File: src/rtl/cal_coef_scheduler.sv
// Ping-pong calibration coefficient tables stepped once per ADC frame.
// Shadow writes, commit-at-boundary swap, frame marker protocol checking.
module cal_coef_scheduler #(
    parameter int TBL_DEPTH = 16,
    parameter int AW        = 4
) (
    input  logic          sys_clk,
    input  logic          rst_n,
    input  logic          adc_data_cha_sop,
    input  logic          adc_data_cha_eop,
    input  logic          adc_data_cha_valid,
    input  logic          cfg_wr_en,
    input  logic [AW-1:0] cfg_wr_addr,
    input  logic [31:0]   cfg_wr_cha,
    input  logic [31:0]   cfg_wr_chb,
    input  logic [AW:0]   cfg_tbl_len,
    input  logic          cfg_commit,
    output logic          cfg_ready,
    output logic          commit_pending,
    output logic          tbl_valid,
    output logic [AW-1:0] coef_index,
    output logic [31:0]   Calibration_IQCHA,
    output logic [31:0]   Calibration_IQCHB,
    output logic          frame_err
);

    localparam logic [31:0] UNITY   = 32'h0000_1000;
    localparam logic [AW:0] DEPTH_L = TBL_DEPTH[AW:0];

    typedef enum logic {IDLE, IN_FRAME} state_t;

    state_t        state, state_n;
    logic          bank_sel, bank_sel_n;
    logic [AW-1:0] idx_n;
    logic          tbl_valid_n, pending_n;
    logic          applied, applied_n;
    logic [AW:0]   len, len_n;
    logic          eop_q;
    logic          err_n, boundary, accept, swap;
    logic          vsop, veop;

    logic [31:0] mem_a [0:2*TBL_DEPTH-1];
    logic [31:0] mem_b [0:2*TBL_DEPTH-1];
    logic [31:0] rd_a, rd_b;

    assign vsop      = adc_data_cha_valid & adc_data_cha_sop;
    assign veop      = adc_data_cha_valid & adc_data_cha_eop;
    assign cfg_ready = ~commit_pending;

    always_comb begin
        state_n     = state;
        err_n       = 1'b0;
        boundary    = 1'b0;
        bank_sel_n  = bank_sel;
        idx_n       = coef_index;
        tbl_valid_n = tbl_valid;
        pending_n   = commit_pending;
        applied_n   = 1'b0;
        len_n       = len;

        case (state)
            IDLE: begin
                if (vsop) begin
                    if (veop) boundary = 1'b1;
                    else      state_n  = IN_FRAME;
                    // sop landing right after an eop leaves no frame gap
                    if (eop_q) err_n = 1'b1;
                end else if (veop) begin
                    err_n = 1'b1;
                end
            end
            IN_FRAME: begin
                if (vsop) err_n = 1'b1;
                if (veop) begin
                    boundary = 1'b1;
                    state_n  = IDLE;
                end
            end
            default: state_n = IDLE;
        endcase

        accept = cfg_commit & ~commit_pending;
        // An idle commit swaps at once; `applied` keeps pending visible one cycle
        swap   = (commit_pending & ~applied & boundary) |
                 (accept & (boundary | ((state == IDLE) & ~vsop)));

        if (accept) begin
            pending_n = 1'b1;
            applied_n = swap;
            if (cfg_tbl_len == '0)          len_n = {{AW{1'b0}}, 1'b1};
            else if (cfg_tbl_len > DEPTH_L) len_n = DEPTH_L;
            else                            len_n = cfg_tbl_len;
        end else if (applied | swap) begin
            pending_n = 1'b0;
        end

        if (swap) begin
            bank_sel_n  = ~bank_sel;
            idx_n       = '0;
            tbl_valid_n = 1'b1;
        end else if (boundary & tbl_valid) begin
            if ({1'b0, coef_index} >= len - 1'b1) idx_n = '0;
            else                                  idx_n = coef_index + 1'b1;
        end
    end

    always_ff @(posedge sys_clk) begin
        if (!rst_n) begin
            state             <= IDLE;
            bank_sel          <= 1'b0;
            coef_index        <= '0;
            tbl_valid         <= 1'b0;
            commit_pending    <= 1'b0;
            applied           <= 1'b0;
            len               <= {{AW{1'b0}}, 1'b1};
            eop_q             <= 1'b0;
            frame_err         <= 1'b0;
            Calibration_IQCHA <= UNITY;
            Calibration_IQCHB <= UNITY;
        end else begin
            state             <= state_n;
            bank_sel          <= bank_sel_n;
            coef_index        <= idx_n;
            tbl_valid         <= tbl_valid_n;
            commit_pending    <= pending_n;
            applied           <= applied_n;
            len               <= len_n;
            eop_q             <= boundary;
            frame_err         <= err_n;
            Calibration_IQCHA <= tbl_valid ? rd_a : UNITY;
            Calibration_IQCHB <= tbl_valid ? rd_b : UNITY;
        end
    end

    // Table RAM: read addressed by next-state bank/index, not reset
    always_ff @(posedge sys_clk) begin
        if (cfg_wr_en && !commit_pending) begin
            mem_a[{~bank_sel, cfg_wr_addr}] <= cfg_wr_cha;
            mem_b[{~bank_sel, cfg_wr_addr}] <= cfg_wr_chb;
        end
        rd_a <= mem_a[{bank_sel_n, idx_n}];
        rd_b <= mem_b[{bank_sel_n, idx_n}];
    end

endmodule
File: config.mk
export PLATFORM = sky130hd
export DESIGN_NAME = cal_coef_scheduler
export DESIGN_NICKNAME = d
export VERILOG_FILES = /design/src/rtl/cal_coef_scheduler.sv
export SDC_FILE = /design/constraint.sdc
export NUM_CORES = 2
export LEC_CHECK = 0
export ABC_CLOCK_PERIOD_IN_PS = 5500
export CAP_MARGIN = 40
export CORE_ASPECT_RATIO = 1.4
export CORE_MARGIN = 2
export CORE_UTILIZATION = 50
export CTS_CLUSTER_DIAMETER = 100
export DETAILED_ROUTE_END_ITERATION = 8
export GPL_TIMING_DRIVEN = 0
export HOLD_SLACK_MARGIN = 0.06
export MAX_ROUTING_LAYER = met4
export PLACE_DENSITY = 0.66
export RECOVER_POWER = 100
export SLEW_MARGIN = 20
export SYNTH_ARGS = -nofsm -noshare
export SYNTH_HDL_FRONTEND = slang
export SYNTH_SLANG_ARGS = --single-unit
File: constraint.sdc
create_clock -name sys_clk -period 5.5 [get_ports sys_clk]
set_clock_uncertainty 0.2 [all_clocks]
set_input_delay 0.55 -clock sys_clk [delete_from_list [all_inputs] [get_ports sys_clk]]
set_output_delay 0.55 -clock sys_clk [all_outputs]
set_load 0.005 [all_outputs]
==> run_summary.xml <==
<?xml version="1.0" encoding="UTF-8"?>
<metrics>
  <group name="logic_synthesis">
    <metric name="syn_inst" unit="">5209</metric>
    <metric name="ys_types" unit="">63</metric>
    <metric name="synth_mux_area_frac" unit="">0.0220</metric>
    <metric name="main_combinational_cell_family_by_area_after_synthesis" unit="">compound AO/OA/AOI/OAI gates</metric>
    <metric name="synth_area_per_inst" unit="um2">15.7</metric>
    <metric name="most_common_flop_cell_mapped_by_yosys" unit="">sky130_fd_sc_hd__edfxtp_1</metric>
    <metric name="share_of_the_synthesized_area_in_the_top_cell_type" unit="">0.751</metric>
    <metric name="most_repeated_cell_in_the_gate_level_netlist_after_synthesis" unit="">sky130_fd_sc_hd__edfxtp_1</metric>
    <metric name="synth_warnings" unit="">0</metric>
    <metric name="synthSimpleGateAreaFrac" unit="">0.0640</metric>
    <metric name="synth_top_cells_by_area" unit="">sky130_fd_sc_hd__edfxtp_1 75%, sky130_fd_sc_hd__dfxtp_1 3.5%, sky130_fd_sc_hd__o22ai_1 2.9%, sky130_fd_sc_hd__nand2_1 2.8%, sky130_fd_sc_hd__mux2i_1 2.2%</metric>
    <metric name="synth.net_count" unit="">5295</metric>
    <metric name="synth-seq-cells" unit="">2192</metric>
    <metric name="synth-async-reset-ratio" unit="">0</metric>
    <metric name="synth.cell_area" unit="um2">81900</metric>
    <metric name="synth_enable_flop_cells" unit="">2048</metric>
    <metric name="share_of_the_synthesized_area_in_compound_gates_ao_oa_aoi_oai" unit="">0.105</metric>
    <metric name="yosys.area_share.xor_xnor" unit="">0.00157</metric>
    <metric name="ys_seq_area_frac" unit="">0.786</metric>
    <metric name="netlist.top_cell.by_area" unit="">sky130_fd_sc_hd__edfxtp_1</metric>
    <metric name="yosys-top-cells-count" unit="">2048 x sky130_fd_sc_hd__edfxtp_1, 621 x sky130_fd_sc_hd__nand2_1, 385 x sky130_fd_sc_hd__o22ai_1</metric>
    <metric name="post_synth_fa_ha_maj_area_fraction" unit="">0.000917</metric>
  </group>
  <group name="min_path">
    <metric name="hold_path.class" unit="">in -&gt; reg</metric>
    <metric name="min_to" unit="">Calibration_IQCHB[12]$_SDFF_PN1_</metric>
    <metric name="hold_path_depth" unit="">2</metric>
    <metric name="hold_start" unit="">rst_n</metric>
  </group>
  <group name="timing">
    <metric name="report.final.setup_viol" unit="">1</metric>
    <metric name="layout_setup_ws" unit="ns">-0.0424</metric>
    <metric name="drv_slew" unit="">1423</metric>
    <metric name="worst_slew_margin_rel" unit="">-0.309</metric>
    <metric name="timing.final.crit_share" unit="">1.01</metric>
    <metric name="hold_viol" unit="">0</metric>
    <metric name="fin_crit" unit="ns">5.54</metric>
    <metric name="maxClockFrequency" unit="MHz">180</metric>
    <metric name="setup_repair_after_global_routing_missed_its_margin" unit="">false</metric>
    <metric name="timing_worst_slew_pin_value" unit="ns">1.96</metric>
  </group>
  <group name="setup_path">
    <metric name="r2r_slack" unit="ns">-0.04</metric>
    <metric name="critPathArrivalTime" unit="ns">6.00</metric>
    <metric name="timing.critical_path.fanout_max" unit="">10</metric>
    <metric name="worst_r2r_path_depth" unit="">14</metric>
    <metric name="critical_path.slowest_cell" unit="">sky130_fd_sc_hd__nor3_2</metric>
    <metric name="end_kind" unit="">register</metric>
    <metric name="reg2reg_from" unit="">coef_index[0]$_SDFF_PN0_</metric>
    <metric name="path_common_cell" unit="">sky130_fd_sc_hd__nand2_1</metric>
    <metric name="cpPeakStageDelay" unit="ns">0.73</metric>
    <metric name="timing.critical_path.required" unit="ns">5.96</metric>
    <metric name="worst-setup-path-type" unit="">reg -&gt; reg</metric>
    <metric name="cp-start-kind" unit="">register</metric>
    <metric name="worstPathCellList" unit="">buf_4 -&gt; clkinvlp_4 -&gt; xnor2_4 -&gt; buf_16 -&gt; clkbuf_2 -&gt; clkbuf_1 -&gt; buf_6 -&gt; clkbuf_1 -&gt; nand2_1 -&gt; nand2_1 -&gt; nand2_1 -&gt; a21oi_1 -&gt; o22ai_1 -&gt; nor3_2</metric>
    <metric name="regToRegEndpoint" unit="">rd_b[4]$_DFF_P_</metric>
  </group>
  <group name="grt">
    <metric name="antenna_violations_before_repair" unit="">28</metric>
    <metric name="grt-busiest-layer" unit="">met2</metric>
    <metric name="first_global_vias" unit="">50300</metric>
    <metric name="grt_pass1_wl" unit="um">353000</metric>
    <metric name="grt_remaining_overflow" unit="">0</metric>
    <metric name="met2_usage" unit="">0.497</metric>
    <metric name="grt.met1_usage" unit="">0.361</metric>
    <metric name="globalRouteMet3Util" unit="">0.0578</metric>
    <metric name="largest_net_degree_at_the_start_of_global_routing" unit="">33</metric>
    <metric name="grt_use_total" unit="">0.305</metric>
  </group>
  <group name="placement">
    <metric name="port_buffers" unit="">150</metric>
    <metric name="post-place-ws" unit="ns">-0.400</metric>
    <metric name="placed_cell_area" unit="um2">90000</metric>
    <metric name="place_inst" unit="">7681</metric>
    <metric name="detailed_place_hpwl" unit="um">175000</metric>
    <metric name="place_congestion" unit="">0.884</metric>
  </group>
  <group name="power">
    <metric name="power" unit="mW">33.9</metric>
    <metric name="cellLeakagePower" unit="nW">31.4</metric>
    <metric name="worst_ir_drop_vdd" unit="uV">384</metric>
    <metric name="powerDensity" unit="nW/um2">362</metric>
  </group>
  <group name="cts">
    <metric name="postCtsSetupBuffers" unit="">0</metric>
    <metric name="htreeDepth" unit="">4</metric>
    <metric name="clk_path_buf_depth" unit="">3</metric>
    <metric name="cts_tree" unit="">yes</metric>
    <metric name="worst_skew_pair.late_latency" unit="ns">0.85</metric>
    <metric name="worst_setup_hold_path_clk_slew" unit="ns">0.07</metric>
    <metric name="tritoncts_buffer_count" unit="">198</metric>
    <metric name="clk_root_buffer_cell" unit="">sky130_fd_sc_hd__clkbuf_16</metric>
    <metric name="clock_sink_count" unit="">2192</metric>
  </group>
  <group name="run">
    <metric name="drv_cap" unit="">76</metric>
  </group>
  <group name="detailed_routing">
    <metric name="num_vias" unit="">51500</metric>
    <metric name="dr.pass1.iters" unit="">6</metric>
    <metric name="initialDrtViolationCount" unit="">7113</metric>
    <metric name="dr_drc_count" unit="">0</metric>
    <metric name="routed_via_density" unit="">6.37</metric>
    <metric name="postRouteAntennaNets" unit="">0</metric>
    <metric name="postRouteWirelength" unit="um">250000</metric>
    <metric name="avgRoutedWirePerCell" unit="um">30.9</metric>
  </group>
  <group name="floorplan">
    <metric name="total_die_area" unit="um2">167000</metric>
    <metric name="floorplan.core_area" unit="um2">162000</metric>
    <metric name="ios" unit="">152</metric>
    <metric name="fp.dieH" unit="um">483</metric>
    <metric name="initial_utilization" unit="">0.504</metric>
    <metric name="core.rowCount" unit="">175</metric>
    <metric name="die_x" unit="um">346</metric>
  </group>
  <group name="layout">
    <metric name="layout.filler_cells" unit="">12500</metric>
    <metric name="final_layout_size_suffix_gt1_frac" unit="">0.0794</metric>
    <metric name="finalInstanceArea" unit="um2">93700</metric>
    <metric name="final_cell_count_no_fill" unit="">8085</metric>
    <metric name="final_net_count" unit="">5855</metric>
    <metric name="area_growth_syn_to_layout" unit="%">14.4</metric>
  </group>
  <group name="status">
    <metric name="violations" unit="">max-capacitance violations, max-slew violations, negative setup slack</metric>
    <metric name="run_status" unit="">finished with violations</metric>
  </group>
</metrics>
-- flip-flops by register name, indices dropped and copies added, names as in the netlist, 4 cells and up --
signal,count
mem_b,1024
coef_index,4
len,5
Calibration_IQCHA,32
rd_b,32
mem_a,1024
rd_a,32
Calibration_IQCHB,32
-- per-layer routing --
metal | vias to the layer above | routed length (um)
met5 | - | 0
met4 | 0 | 16200
li1 | 21800 | -
met2 | 3160 | 122000
met1 | 25700 | 87700
met3 | 815 | 24300
-- layout by cell type (no fill, tap or decap), drive strengths merged, types with 8 or more instances in the layout --
cell type         n
edfxtp         2048
clkbuf          683
nand2           624
o22ai           385
a21oi           329
nor3            237
mux2i           180
buf             164
dfxtp           144
dlygate4sd3     136
a211oi          121
nor2            116
o2bb2ai         108
o21ai            79
and3             78
clkinv           70
a221oi           67
a221o            59
a22o             55
or4              54
nand3            30
inv              23
diode            18
o221ai           14
clkdlybuf4s50    14
o211ai           12
bufinv           12
a32oi             8
xnor2             8
-- how the worst max path moves through the flow --
stage	start	endpoint	slack, ns	cells past startpoint
2_1_floorplan	cfg_wr_en	mem_a[10][0]$_DFFE_PP_	0.89	4
3_3_place_gp	cfg_wr_en	mem_b[2][1]$_DFFE_PP_	-3.28	5
3_5_place_dp	adc_data_cha_sop	rd_b[18]$_DFF_P_	-0.40	15
4_1_cts	coef_index[0]$_SDFF_PN0_	rd_a[15]$_DFF_P_	0.02	17
5_1_grt	coef_index[0]$_SDFF_PN0_	rd_b[4]$_DFF_P_	0.05	14
6_report	coef_index[0]$_SDFF_PN0_	rd_b[4]$_DFF_P_	-0.04	14
-- layout make-up --
| class | instances | area, um2 | area share |
|---|---|---|---|
| Sequential cell | 2192 | 64400 | 0.687 |
| Multi-Input combinational cell | 2645 | 15900 | 0.170 |
| Clock buffer | 274 | 5560 | 0.0593 |
| Tap cell | 2124 | 2660 | 0.0284 |
| Timing Repair Buffer | 360 | 2640 | 0.0282 |
| Buffer | 363 | 1620 | 0.0172 |
| Clock inverter | 100 | 845 | 0.00901 |
| Antenna cell | 18 | 45.0 | 0.000481 |
| Inverter | 9 | 37.5 | 0.000400 |
-- critical path: cells and delay by family, from the launching register on --
family / cells / cell delay [ns]
xor gates and xnor gates: 1 / 0.65
buffers and inverters: 7 / 2.63
and+or+nand+nor: 4 / 1.03
DFF: 1 / 0.40
AOI/OAI and AO/OA: 2 / 0.39
-- through the flow --
stage / hold slack [ns] / util / TNS, ns
detailed placement: 0.254 / 0.554 / -1.57
global placement: 0.249 / 0.530 / -5279.81
finish: 0.140 / 0.577 / -0.0424
CTS: 0.0848 / 0.593 / 0
floorplan: 0.191 / - / 0
global route: 0.135 / 0.577 / 0
-- cells by family (layout without fill, tap and decap cells) --
logic type | after synthesis | count (layout)
compound gates | 1277 | 1277
xor+xnor | 10 | 10
fa+ha+maj | 6 | 6
buf+inv | 372 | 1106
flops | 2192 | 2192
mux | 180 | 180
other cells | 0 | 18
simple gates | 1172 | 1172
-- where the power goes --
part | leakage [nW] | internal, mW | total, mW | switching [mW]
sequential | 19.6 | 18.4 | 18.5 | 0.0628
combinational | 8.66 | 0.436 | 1.59 | 1.15
clock | 3.15 | 7.64 | 13.8 | 6.15
total | 31.4 | 26.5 | 33.9 | 7.37
-- timing repair --
action	CTS	global route
hold endpoints to repair	35	0
resized for setup	5	7
hold buffers	3	0
endpoints found under the setup margin	6	20
pin swaps	0	0
No activity file was read; power rests on OpenSTA's default activity.
